==> config.mk <==
export PLATFORM = sky130hd
export DESIGN_NAME = booth_div
export DESIGN_NICKNAME = d
export VERILOG_FILES = /design/src/rtl/booth_div.sv
export SDC_FILE = /design/constraint.sdc
export NUM_CORES = 1
export LEC_CHECK = 0
export BUFFER_PORTS_ARGS = -buffer_cell sky130_fd_sc_hd__buf_2
export CORE_MARGIN = 1
export CORE_UTILIZATION = 45
export CTS_CLUSTER_SIZE = 25
export DETAILED_ROUTE_END_ITERATION = 10
export PLACE_DENSITY_LB_ADDON = 0.08
export SETUP_SLACK_MARGIN = 0.2
export SLEW_MARGIN = 5
export SYNTH_ARGS = -nofsm -noshare
export SYNTH_HDL_FRONTEND = slang
export SYNTH_SLANG_ARGS = --single-unit
==> constraint.sdc <==
create_clock -name clk -period 1.97 [get_ports clk]
set_input_delay 0.197 -clock clk [delete_from_list [all_inputs] [get_ports clk]]
set_output_delay 0.197 -clock clk [all_outputs]
set_load 0.1 [all_outputs]
==> src/rtl/booth_div.sv <==
// Sequential signed divider: restoring shift/subtract on magnitudes, one quotient
// bit per cycle, followed by a single sign-correction cycle.
module booth_div #(
    parameter int width = 6
) (
    input  logic             clk,
    input  logic             rst_n,
    input  logic             start,
    input  logic [width-1:0] dividend,
    input  logic [width-1:0] divisor,
    output logic [width-1:0] quotient,
    output logic [width-1:0] remainder,
    output logic             busy,
    output logic             done,
    output logic             div_by_zero
);

    localparam int CW = $clog2(width + 1);

    typedef enum logic [1:0] {
        IDLE = 2'd0,
        CALC = 2'd1,
        FIX  = 2'd2
    } state_t;

    state_t           state_q, state_d;
    logic [CW-1:0]    cnt_q, cnt_d;
    logic [width-1:0] rem_q, rem_d;
    logic [width-1:0] dvd_q, dvd_d;
    logic [width:0]   dvs_q, dvs_d;
    logic             neg_q_q, neg_q_d;
    logic             neg_r_q, neg_r_d;
    logic [width-1:0] quotient_q, quotient_d;
    logic [width-1:0] remainder_q, remainder_d;
    logic             done_q, done_d;
    logic             dbz_q, dbz_d;

    logic [width:0]   rem_sh;
    logic             ge;

    // One extra bit so the magnitude of the most negative operand is exact.
    function automatic logic [width:0] abs_ext(input logic [width-1:0] x);
        abs_ext = x[width-1] ? -{x[width-1], x} : {x[width-1], x};
    endfunction

    always_ff @(posedge clk or negedge rst_n) begin
        if (!rst_n) begin
            state_q     <= IDLE;
            cnt_q       <= '0;
            rem_q       <= '0;
            dvd_q       <= '0;
            dvs_q       <= '0;
            neg_q_q     <= 1'b0;
            neg_r_q     <= 1'b0;
            quotient_q  <= '0;
            remainder_q <= '0;
            done_q      <= 1'b0;
            dbz_q       <= 1'b0;
        end else begin
            state_q     <= state_d;
            cnt_q       <= cnt_d;
            rem_q       <= rem_d;
            dvd_q       <= dvd_d;
            dvs_q       <= dvs_d;
            neg_q_q     <= neg_q_d;
            neg_r_q     <= neg_r_d;
            quotient_q  <= quotient_d;
            remainder_q <= remainder_d;
            done_q      <= done_d;
            dbz_q       <= dbz_d;
        end
    end

    always_comb begin
        state_d     = state_q;
        cnt_d       = cnt_q;
        rem_d       = rem_q;
        dvd_d       = dvd_q;
        dvs_d       = dvs_q;
        neg_q_d     = neg_q_q;
        neg_r_d     = neg_r_q;
        quotient_d  = quotient_q;
        remainder_d = remainder_q;
        dbz_d       = dbz_q;
        done_d      = 1'b0;

        // Partial remainder never exceeds the divisor magnitude, so width bits hold it.
        rem_sh = {rem_q, dvd_q[width-1]};
        ge     = (rem_sh >= dvs_q);

        case (state_q)
            IDLE: begin
                if (start) begin
                    if (divisor == '0) begin
                        quotient_d  = '1;
                        remainder_d = dividend;
                        dbz_d       = 1'b1;
                        done_d      = 1'b1;
                    end else begin
                        dvd_d   = width'(abs_ext(dividend));
                        dvs_d   = abs_ext(divisor);
                        rem_d   = '0;
                        cnt_d   = '0;
                        neg_r_d = dividend[width-1];
                        neg_q_d = dividend[width-1] ^ divisor[width-1];
                        state_d = CALC;
                    end
                end
            end
            CALC: begin
                rem_d = ge ? width'(rem_sh - dvs_q) : rem_sh[width-1:0];
                dvd_d = {dvd_q[width-2:0], ge};
                cnt_d = cnt_q + 1'b1;
                if (cnt_q == CW'(width - 1)) begin
                    state_d = FIX;
                end
            end
            FIX: begin
                quotient_d  = neg_q_q ? -dvd_q : dvd_q;
                remainder_d = neg_r_q ? -rem_q : rem_q;
                dbz_d       = 1'b0;
                done_d      = 1'b1;
                state_d     = IDLE;
            end
            default: begin
                state_d = IDLE;
            end
        endcase
    end

    assign quotient    = quotient_q;
    assign remainder   = remainder_q;
    assign busy        = (state_q != IDLE);
    assign done        = done_q;
    assign div_by_zero = dbz_q;

endmodule

==> metrics.md, run 1 <==
| Metric | Value |
|---|---|
| Result of the run | `finished, final reports clean` |
| Core area | `5107 um^2` |
| Critical Path End Type | `register` |
| Worst hold margin | `0.2184 ns` |
| Worst stage delay on the critical path | `0.44 ns` |
| Register-to-register setup slack | `0.21 ns` |
| Path category of the worst min-delay check | `input pin to register` |
| Largest net degree at the start of global routing | `41` |
| Reg clk slew, reported paths | `0.08 ns` |
| Cell area power density | `1862 nW/um^2` |
| Number of buffers on the longest clock path | `2` |
| Library cell occupying the most area in the post-synthesis netlist | `sky130_fd_sc_hd__dfrtp_1` |
| Height of the die | `74.95 um` |
| Flops & latches, synth | `40` |
| Via count | `1971` |
| Clock latency on the worst-skew pair | `0.28 ns` |
| Summed negative setup slack over all endpoints | `0 ns` |
| Layout filler cell count | `493` |
| Count of buffers from port buffering | `29` |
| Post-placement setup slack | `0.07280 ns` |
| Least-Margin Pin Slew | `0.5110 ns` |
| Finish-stage setup viols | `0` |
| Initial Util | `0.4689` |
| Number of global-route vias before repair | `1810` |
| Path type of the worst setup path | `register to register` |
| Net Count, Synth | `292` |
| Routed wirelength normalized by instance count | `13.86 um` |
| Top achievable clock speed | `567.5 MHz` |
| Proportion of layout cells with a drive suffix above 1 | `0.2419` |
| Final min period | `1.762 ns` |
| Post-synthesis instance area | `2395 um^2` |
| Number of antenna cells inserted | `0` |
| Global-route usage over all layers | `0.2056` |
| Worst EP arrival | `1.96 ns` |
| Seq/Total Area, Yosys | `0.4180` |
| CP Max Fanout | `3` |
| Worst Clk Skew | `0.009786 ns` |
| Average via count per standard cell | `5.187` |
| Max-slew violations | `0` |
| Root Buffer Master | `sky130_fd_sc_hd__clkbuf_8` |
| Unique cell type count in the Yosys netlist | `36` |
| Routability congestion estimate from global placement | `0.8730` |
| First-iteration detailed-routing DRC count | `104` |
| Tcrit/Tclk final | `0.8945` |
| Worst Slack Setup Final | `0.2079 ns` |
| Required time worst endpoint | `2.17 ns` |
| Count of nets after finishing | `340` |
| Leading register cell type out of synthesis | `sky130_fd_sc_hd__dfrtp_1` |
| Number of I/O pins | `30` |
| Synthesis Warnings | `0` |
| CP bufs+invs | `0` |
| Routed wire length | `5268 um` |
| Number of nets with antenna violations after routing | `0` |
| Post-detailed-placement half-perimeter wirelength | `3932 um` |
| Final hold vios | `0` |
| Top post-synthesis cells by area | `sky130_fd_sc_hd__dfrtp_1 (42%), sky130_fd_sc_hd__ha_1 (7.3%), sky130_fd_sc_hd__nand2_1 (6.3%)` |
| Placement row count | `26` |
| Sink count of the clock tree | `40` |
| Instance count of the mapped netlist | `262` |
| Remaining DRCs | `0` |
| Unrepaired setup endpoints after global routing | `yes` |
| Share of synthesized flip-flops with an asynchronous set or reset | `1.000` |
| Leakage power total | `1.366 nW` |
| EDFF count, synth | `0` |
| Clock tree from TritonCTS | `yes` |
| Detailed Routing Iterations Pass 1 | `4` |
| Dominant delay contributor by cell family on the critical path | `adder cells` |
| Initial antenna violation count | `0` |
| Total Die Area | `5618 um^2` |
| Clock buffers created by TritonCTS | `5` |
| Post-Syn Area per Cell | `9.140 um^2` |
| H-tree levels | `2` |
| Width of the chip | `74.95 um` |
| Area share of the largest cell type after synthesis | `0.4180` |
| Critical-path cell list | `ha_2, fa_2, nand2b_1, a21oi_2, xor2_1, mux2i_1, o21ai_1` |
| Maximum capacitance violations | `0` |
| Area grow syn2layout | `20.79%` |
| Total power consumption of the routed design | `5.386 mW` |
| Slew HR | `0.6585` |
| Global route overflow | `0` |
| First-pass GRT wire length | `8597 um` |
| Slowest CP cell | `sky130_fd_sc_hd__dfrtp_2` |
| Element type at the critical path start | `register` |
| Max IR drop VDD | `0.7253 mV` |
tightest hold or removal path, stage by stage:
cell and delay (ns):
sky130_fd_sc_hd__buf_2 0.16, sky130_fd_sc_hd__nand2_1 0.07, sky130_fd_sc_hd__nand2_1 0.04
power breakdown:
part	total (mW)	internal [mW]	switching [mW]
Sequential	1.46	1.17	0.285
Combinational	3.43	1.22	2.21
Clock	0.504	0.241	0.263
cells by family after synthesis:
kind of cell / count (synthesis) / share of synthesized area
simple gates: 93 / 0.1756
compound gates: 54 / 0.1458
flops: 40 / 0.4180
buf+inv: 26 / 0.04598
xor+xnor: 19 / 0.06949
mux: 15 / 0.06374
fa+ha+maj: 15 / 0.08151
final cells by class:
class                      instances  area [um^2]  share of cell area
multi-input combinational        196         1355              0.4684
sequential                        40         1003              0.3469
timing repair buffer              48        297.8              0.1029
tap                               70        87.58             0.03028
clock buffer                       6        72.57             0.02509
inverter                          19        71.32             0.02465
clock inverter                     1        5.005            0.001730
Yosys cell counts, drive strengths merged (3+ instances only):
master and number:
nor2 27, mux2i 13, dfrtp 40, nand2 40, inv 19, xnor2 12
ha 14, o221ai 4, nor2b 6, o31ai 3, buf 5, nand2b 7
o21ai 22, a21oi 12, nor3 3, a22oi 6, xor2 7
cells in the final DEF, fill, tap and decap left out, types with 3 or more instances in the layout:
| cell type | count |
|---|---|
| sky130_fd_sc_hd__o21ai_1 | 3 |
| sky130_fd_sc_hd__ha_4 | 4 |
| sky130_fd_sc_hd__inv_1 | 17 |
| sky130_fd_sc_hd__ha_1 | 9 |
| sky130_fd_sc_hd__a21oi_1 | 8 |
| sky130_fd_sc_hd__dfrtp_1 | 38 |
| sky130_fd_sc_hd__mux2i_1 | 13 |
| sky130_fd_sc_hd__clkbuf_8 | 5 |
| sky130_fd_sc_hd__xnor2_1 | 12 |
| sky130_fd_sc_hd__nor2_1 | 27 |
| sky130_fd_sc_hd__a22oi_1 | 6 |
| sky130_fd_sc_hd__buf_2 | 29 |
| sky130_fd_sc_hd__nor3_1 | 3 |
| sky130_fd_sc_hd__buf_4 | 16 |
| sky130_fd_sc_hd__xor2_1 | 7 |
| sky130_fd_sc_hd__nand2_1 | 39 |
| sky130_fd_sc_hd__a21oi_2 | 4 |
| sky130_fd_sc_hd__o31ai_1 | 3 |
| sky130_fd_sc_hd__o21ai_0 | 18 |
| sky130_fd_sc_hd__nand2b_1 | 7 |
| sky130_fd_sc_hd__o221ai_1 | 3 |
| sky130_fd_sc_hd__nor2b_1 | 5 |
flip-flops by register name, summed over array words and instances, names as in the netlist:
register	count
dvd_q	6
cnt_q	3
neg_r_q	1
remainder	6
done	1
state_q	2
quotient	6
rem_q	6
dvs_q	7
div_by_zero	1
neg_q_q	1
metrics by stage:
stage | area (um^2) | util | std cells
global route | 2893 | 0.5664 | 380
floorplan | 2420 | - | 262
global placement | 2711 | 0.5309 | 367
finish | 2893 | 0.5664 | 380
detailed placement | 2711 | 0.5309 | 367
CTS | 2825 | 0.5532 | 376
metal layers:
metal  track usage  part of all wire  vias up
met5             0                 0        -
met4       0.05241            0.0070        0
met3       0.03079             0.030        4
met2        0.3423              0.47       39
met1        0.2815              0.49      936
li1              -                 -      992
path summary, 6_finish.rpt:
check                                   end        start  cells past startpoint
worst max-delay path               rem_q[4]     dvs_q[0]                      7
worst min-delay path                neg_r_q  dividend[5]                      3
worst max register to register     rem_q[4]     dvs_q[0]                      7
worst min register to register  div_by_zero  div_by_zero                      2
max in group asynchronous          dvs_q[0]        rst_n                      3
min in group asynchronous       quotient[2]        rst_n                      3
what timing repair did:
action | in CTS | in global routing
hold endpoints to repair | 32 | 0
pin swaps | 1 | 6
setup endpoints to repair | 7 | 8
gates resized for setup | 6 | 13
setup buffers | 1 | 4
gates cloned | 0 | 0
hold buffers | 1 | 0
No activity file was read; power rests on OpenSTA's default activity.
==> inputs of run 2 (changes only) <==
RECOVER_POWER = 50   (was unset)
==> run 2 against run 1 <==
- critical path depth is the same
- routed wire length hardly changed
- combinational power about the same
- fmax is essentially flat
- sequential share of layout area rose by 0.18 points
- non-clock buffer count unchanged
- clock power about the same
- largest power group unchanged
==> metrics.md, run 2 (synthesized netlist as in run 1, its figures left out) <==
| Metric | Value |
|---|---|
| Leakage power total | `1.347 nW` |
| CP Max Fanout | `3` |
| Clock latency on the worst-skew pair | `0.28 ns` |
| Number of I/O pins | `30` |
| Post-detailed-placement half-perimeter wirelength | `3932 um` |
| Element type at the critical path start | `register` |
| Clock buffers created by TritonCTS | `5` |
| Clock tree from TritonCTS | `yes` |
| Count of buffers from port buffering | `29` |
| Finish-stage setup viols | `0` |
| Largest net degree at the start of global routing | `41` |
| Global route overflow | `0` |
| Sink count of the clock tree | `40` |
| Count of nets after finishing | `340` |
| First-iteration detailed-routing DRC count | `104` |
| Area grow syn2layout | `20.17%` |
| Top achievable clock speed | `568.0 MHz` |
| Unrepaired setup endpoints after global routing | `yes` |
| Total Die Area | `5618 um^2` |
| H-tree levels | `2` |
| Most frequent cells in the layout | `sky130_fd_sc_hd__nand2_1 (39), sky130_fd_sc_hd__dfrtp_1 (38), sky130_fd_sc_hd__nor2_1 (27)` |
| Path category of the worst min-delay check | `input pin to register` |
| Area of combinational cells with multiple inputs | `1349 um^2` |
| Register cell area after layout | `1003 um^2` |
| Final instance area | `2878 um^2` |
| Initial Util | `0.4689` |
| Layout filler cell count | `499` |
| Average via count per standard cell | `5.189` |
| Remaining DRCs | `0` |
| Max-slew violations | `0` |
| Final hold vios | `0` |
| Result of the run | `finished, final reports clean` |
| Number of antenna cells inserted | `0` |
| Path type of the worst setup path | `register to register` |
| Initial antenna violation count | `0` |
| Dominant delay contributor by cell family on the critical path | `adder cells` |
| Via count | `1972` |
| Slew HR | `0.2261` |
| Worst Clk Skew | `0.009108 ns` |
| Worst hold margin | `0.2191 ns` |
| Critical Path End Type | `register` |
| First-pass GRT wire length | `8597 um` |
| Routed wirelength normalized by instance count | `13.88 um` |
| Core area | `5107 um^2` |
| Least-Margin Pin Slew | `1.166 ns` |
| Height of the die | `74.95 um` |
| Most common cell after layout, fill and taps aside | `sky130_fd_sc_hd__nand2_1` |
| Width of the chip | `74.95 um` |
| Detailed Routing Iterations Pass 1 | `4` |
| Final Core Density | `0.5634` |
| Area of placed instances | `2711 um^2` |
| Global-route usage over all layers | `0.2056` |
| Total power consumption of the routed design | `5.370 mW` |
| Number of flip-flops under the largest register name | `7` |
| Maximum capacitance violations | `0` |
| Root Buffer Master | `sky130_fd_sc_hd__clkbuf_8` |
| Cell area power density | `1866 nW/um^2` |
| Number of global-route vias before repair | `1810` |
| Critical-path cell list | `ha_2, fa_2, nand2b_1, a21oi_2, xor2_1, mux2i_1, o21ai_1` |
| Tcrit/Tclk final | `0.8937` |
| Number of buffers on the longest clock path | `2` |
| Worst EP arrival | `1.96 ns` |
| Routed wire length | `5273 um` |
| Summed negative setup slack over all endpoints | `0 ns` |
| Proportion of layout cells with a drive suffix above 1 | `0.2226` |
| Required time worst endpoint | `2.17 ns` |
| Final min period | `1.761 ns` |
| Largest register by flop count | `dvs_q` |
| Slowest CP cell | `sky130_fd_sc_hd__dfrtp_2` |
| CP bufs+invs | `0` |
| Number of nets with antenna violations after routing | `0` |
| Worst stage delay on the critical path | `0.44 ns` |
| Routability congestion estimate from global placement | `0.8730` |
| Max IR drop VDD | `0.7229 mV` |
| Reg clk slew, reported paths | `0.08 ns` |
| Placement row count | `26` |
run 2: changes by cell type in the layout (fill, tap and decap cells not counted):
cell,previous run,this run
sky130_fd_sc_hd__clkbuf_2,0,1
sky130_fd_sc_hd__nor4_2,1,0
sky130_fd_sc_hd__buf_4,16,15
sky130_fd_sc_hd__clkbuf_1,1,6
sky130_fd_sc_hd__buf_2,29,24
sky130_fd_sc_hd__nor4_1,0,1
run 2: metrics by stage:
stage,worst slack [ns],instances
finish,0.2095,380
CTS,0.2074,376
floorplan,0.2229,262
global placement,0.1262,367
detailed placement,0.07280,367
global route,0.1501,380
run 2: power breakdown:
group	total (mW)	leakage [nW]	switching (mW)	internal, mW
Clock	0.501	0.0410	0.261	0.241
Combinational	3.41	0.813	2.20	1.21
Sequential	1.46	0.492	0.286	1.17
Total	5.37	1.35	2.75	2.62
run 2: final cells by class:
class,count,area share
multi-input cells,196,0.4687
flip-flops and latches,40,0.3487
repair buffers,48,0.1004
well taps,70,0.03043
clock buffers,6,0.02522
inverters,19,0.02478
clock inverters,1,0.001739
run 2: path summary, 6_finish.rpt:
path,start,endpoint,slack [ns],cells past startpoint
worst max-delay path,dvs_q[0],rem_q[4],0.21,7
worst min-delay path,dividend[5],neg_r_q,0.22,3
worst max register to register,dvs_q[0],rem_q[4],0.21,7
worst min register to register,div_by_zero,div_by_zero,0.48,2
max in group asynchronous,rst_n,dvs_q[0],0.57,3
min in group asynchronous,rst_n,quotient[2],0.71,3
run 2: what timing repair did:
| action | CTS | global route |
|---|---|---|
| hold buffers | 1 | 0 |
| resized for setup | 6 | 13 |
| cloned | 0 | 0 |
| pin swaps | 1 | 6 |
| setup buffers | 1 | 4 |
| hold endpoints to repair | 32 | 0 |
| setup endpoints to repair | 7 | 8 |
run 2: worst min-delay path: stages:
cell	delay (ns)
sky130_fd_sc_hd__buf_2	0.16
sky130_fd_sc_hd__nand2_1	0.07
sky130_fd_sc_hd__nand2_1	0.04
run 2: metal layers:
| metal | vias to the layer above | global-route usage | routed length, um |
|---|---|---|---|
| met5 | - | 0 | 0 |
| met4 | 0 | 0.05241 | 37 |
| met3 | 4 | 0.03079 | 150 |
| met2 | 35 | 0.3423 | 2499 |
| met1 | 941 | 0.2815 | 2586 |
| li1 | 992 | - | - |
==> inputs of run 3 (changes only) <==
ABC_AREA = 1   (was unset)
SKIP_LAST_GASP = 1   (was unset)
==> run 3 against run 2 <==
- die area increased by 5.7%
- global-route usage fell by 0.19 points
- critical path depth decreased by 6
- via count up 9.8%
- register-to-register slack gained 0.11 ns
- clock skew up 0.0016 ns
- synthesized cell count up 26%
- worst setup slack better by 0.076 ns
- fmax is 4.5% higher
- core utilization fell by 2.3 points
- cell count grew 15%
==> metrics.md, run 3 <==
| Metric | Value |
|---|---|
| Worst EP arrival | `1.49 ns` |
| Worst stage delay on the critical path | `0.86 ns` |
| Remaining DRCs | `0` |
| Element type at the critical path start | `register` |
| CP Max Fanout | `2` |
| Reg clk slew, reported paths | `0.07 ns` |
| First-pass GRT wire length | `9418 um` |
| Count of buffers from port buffering | `29` |
| Post-Syn Area per Cell | `7.682 um^2` |
| Post-synthesis instance area | `2535 um^2` |
| Synthesis Warnings | `0` |
| Largest register by flop count | `dvs_q` |
| Routed wire length | `5535 um` |
| Sink count of the clock tree | `40` |
| Number of antenna cells inserted | `0` |
| Area grow syn2layout | `12.44%` |
| H-tree levels | `2` |
| Maximum capacitance violations | `0` |
| Slowest CP cell | `sky130_fd_sc_hd__clkbuf_1` |
| Most common library cells after synthesis | `sky130_fd_sc_hd__nand2_1 (92), sky130_fd_sc_hd__inv_1 (46), sky130_fd_sc_hd__dfrtp_1 (40), sky130_fd_sc_hd__nor2_1 (26), sky130_fd_sc_hd__nand3_1 (17)` |
| Global route overflow | `0` |
| Finish-stage setup viols | `0` |
| Routability congestion estimate from global placement | `0.8784` |
| Tcrit/Tclk final | `0.8550` |
| Via count | `2166` |
| Largest net degree at the start of global routing | `41` |
| Net Count, Synth | `360` |
| Register-to-register setup slack | `0.32 ns` |
| Unrepaired setup endpoints after global routing | `no` |
| Leading register cell type out of synthesis | `sky130_fd_sc_hd__dfrtp_1` |
| Least-Margin Pin Slew | `1.156 ns` |
| Instance count after placement with tap cells included | `427` |
| Core area | `5270 um^2` |
| Root Buffer Master | `sky130_fd_sc_hd__clkbuf_8` |
| CP bufs+invs | `1` |
| Clock tree from TritonCTS | `yes` |
| Initial Util | `0.4810` |
| Initial antenna violation count | `0` |
| Proportion of layout cells with a drive suffix above 1 | `0.1694` |
| Clock latency on the worst-skew pair | `0.30 ns` |
| Seq/Total Area, Yosys | `0.3949` |
| Layout filler cell count | `539` |
| Routed wirelength normalized by instance count | `12.69 um` |
| Worst hold margin | `0.1874 ns` |
| First-iteration detailed-routing DRC count | `149` |
| Critical Path End Type | `output pin` |
| Instance count of the mapped netlist | `330` |
| Post-detailed-placement half-perimeter wirelength | `4216 um` |
| Top post-synthesis cells by area | `sky130_fd_sc_hd__dfrtp_1 (39%), sky130_fd_sc_hd__nand2_1 (14%), sky130_fd_sc_hd__ha_1 (6.9%)` |
| Dominant delay contributor by cell family on the critical path | `buffers and inverters` |
| Top achievable clock speed | `593.7 MHz` |
| Path type of the worst setup path | `register to output pin` |
| Library cell occupying the most area in the post-synthesis netlist | `sky130_fd_sc_hd__dfrtp_1` |
| Global-route usage over all layers | `0.2037` |
| Max-slew violations | `0` |
| Summed negative setup slack over all endpoints | `0 ns` |
| Height of the die | `77.06 um` |
| Number of buffers on the longest clock path | `2` |
| Count of nets after finishing | `395` |
| Critical-path cell list | `clkbuf_1` |
| Clock buffers created by TritonCTS | `5` |
| Share of synthesized flip-flops with an asynchronous set or reset | `1.000` |
| Number of global-route vias before repair | `1991` |
| Final hold vios | `0` |
| Most common cell after layout, fill and taps aside | `sky130_fd_sc_hd__nand2_1` |
| Most frequent cells in the layout | `sky130_fd_sc_hd__nand2_1 (92), sky130_fd_sc_hd__inv_1 (47), sky130_fd_sc_hd__dfrtp_1 (39)` |
| Final Core Density | `0.5408` |
| Slew HR | `0.2327` |
| Result of the run | `finished, final reports clean` |
| Number of I/O pins | `30` |
| Number of nets with antenna violations after routing | `0` |
| Worst Clk Skew | `0.01073 ns` |
| Width of the chip | `77.06 um` |
| Area share of the largest cell type after synthesis | `0.3949` |
| Post-Layout Cell Count | `436` |
| Number of flip-flops under the largest register name | `7` |
| Average via count per standard cell | `4.968` |
| Unique cell type count in the Yosys netlist | `33` |
| Path category of the worst min-delay check | `input pin to register` |
| Required time worst endpoint | `1.77 ns` |
| Final min period | `1.684 ns` |
| Flops & latches, synth | `40` |
| Cell with the most instances after synthesis | `sky130_fd_sc_hd__nand2_1` |
| EDFF count, synth | `0` |
| Total Die Area | `5937 um^2` |
| Placement row count | `26` |
| Detailed Routing Iterations Pass 1 | `4` |
-- run 3: kinds of logic (layout without fill, tap and decap cells) --
| kind of cell | Yosys count | count (layout) | synth area share |
|---|---|---|---|
| AOI/OAI and AO/OA | 49 | 49 | 0.1101 |
| xor gates and xnor gates | 12 | 12 | 0.04146 |
| adders and majority gates | 15 | 15 | 0.07700 |
| buffers and inverters | 59 | 95 | 0.1022 |
| DFF | 40 | 40 | 0.3949 |
| and+or+nand+nor | 155 | 155 | 0.2744 |
-- run 3: final timing paths --
kind | from | to | cells after the start
min reg2reg | div_by_zero | div_by_zero | 2
max reg2reg | state_q[0] | remainder[2] | 8
min | dividend[1] | remainder[1] | 3
min in group asynchronous | rst_n | rem_q[3] | 3
max | remainder[2] | remainder[2] | 1
max in group asynchronous | rst_n | rem_q[5] | 3
-- run 3: metal layers --
layer  global-route usage  routed length [um]
met1               0.3012                2861
met2               0.2973                2382
met3              0.03214                 200
met4              0.07736                  91
met5                    0                   0
-- run 3: area by class of cell --
type,count,area (um^2),share of cell area
Multi-Input combinational cell,231,1282,0.4500
Sequential cell,40,1002,0.3516
Inverter,52,196.4,0.06892
Timing Repair Buffer,35,188.9,0.06629
Tap cell,70,87.58,0.03073
Clock buffer,6,82.58,0.02897
Clock inverter,2,10.01,0.003512
-- run 3: through the flow --
| step | setup slack (ns) | instance area (um^2) |
|---|---|---|
| 2_1_floorplan | 0.4160 | 2535 |
| 3_3_place_gp | 0.2614 | 2743 |
| 3_5_place_dp | 0.2795 | 2743 |
| 4_1_cts | 0.2642 | 2845 |
| 5_1_grt | 0.1261 | 2850 |
| 6_report | 0.2857 | 2850 |
-- run 3: repair_timing --
item,4_1_cts,5_1_grt
setup endpoints to repair,0,3
setup buffers,0,0
gates resized for setup,0,7
hold buffers,1,0
hold endpoints to repair,40,0
Power of run 3 is not shown: default switching activity piles up to over one toggle a cycle in this logic, so the estimate is an artifact.
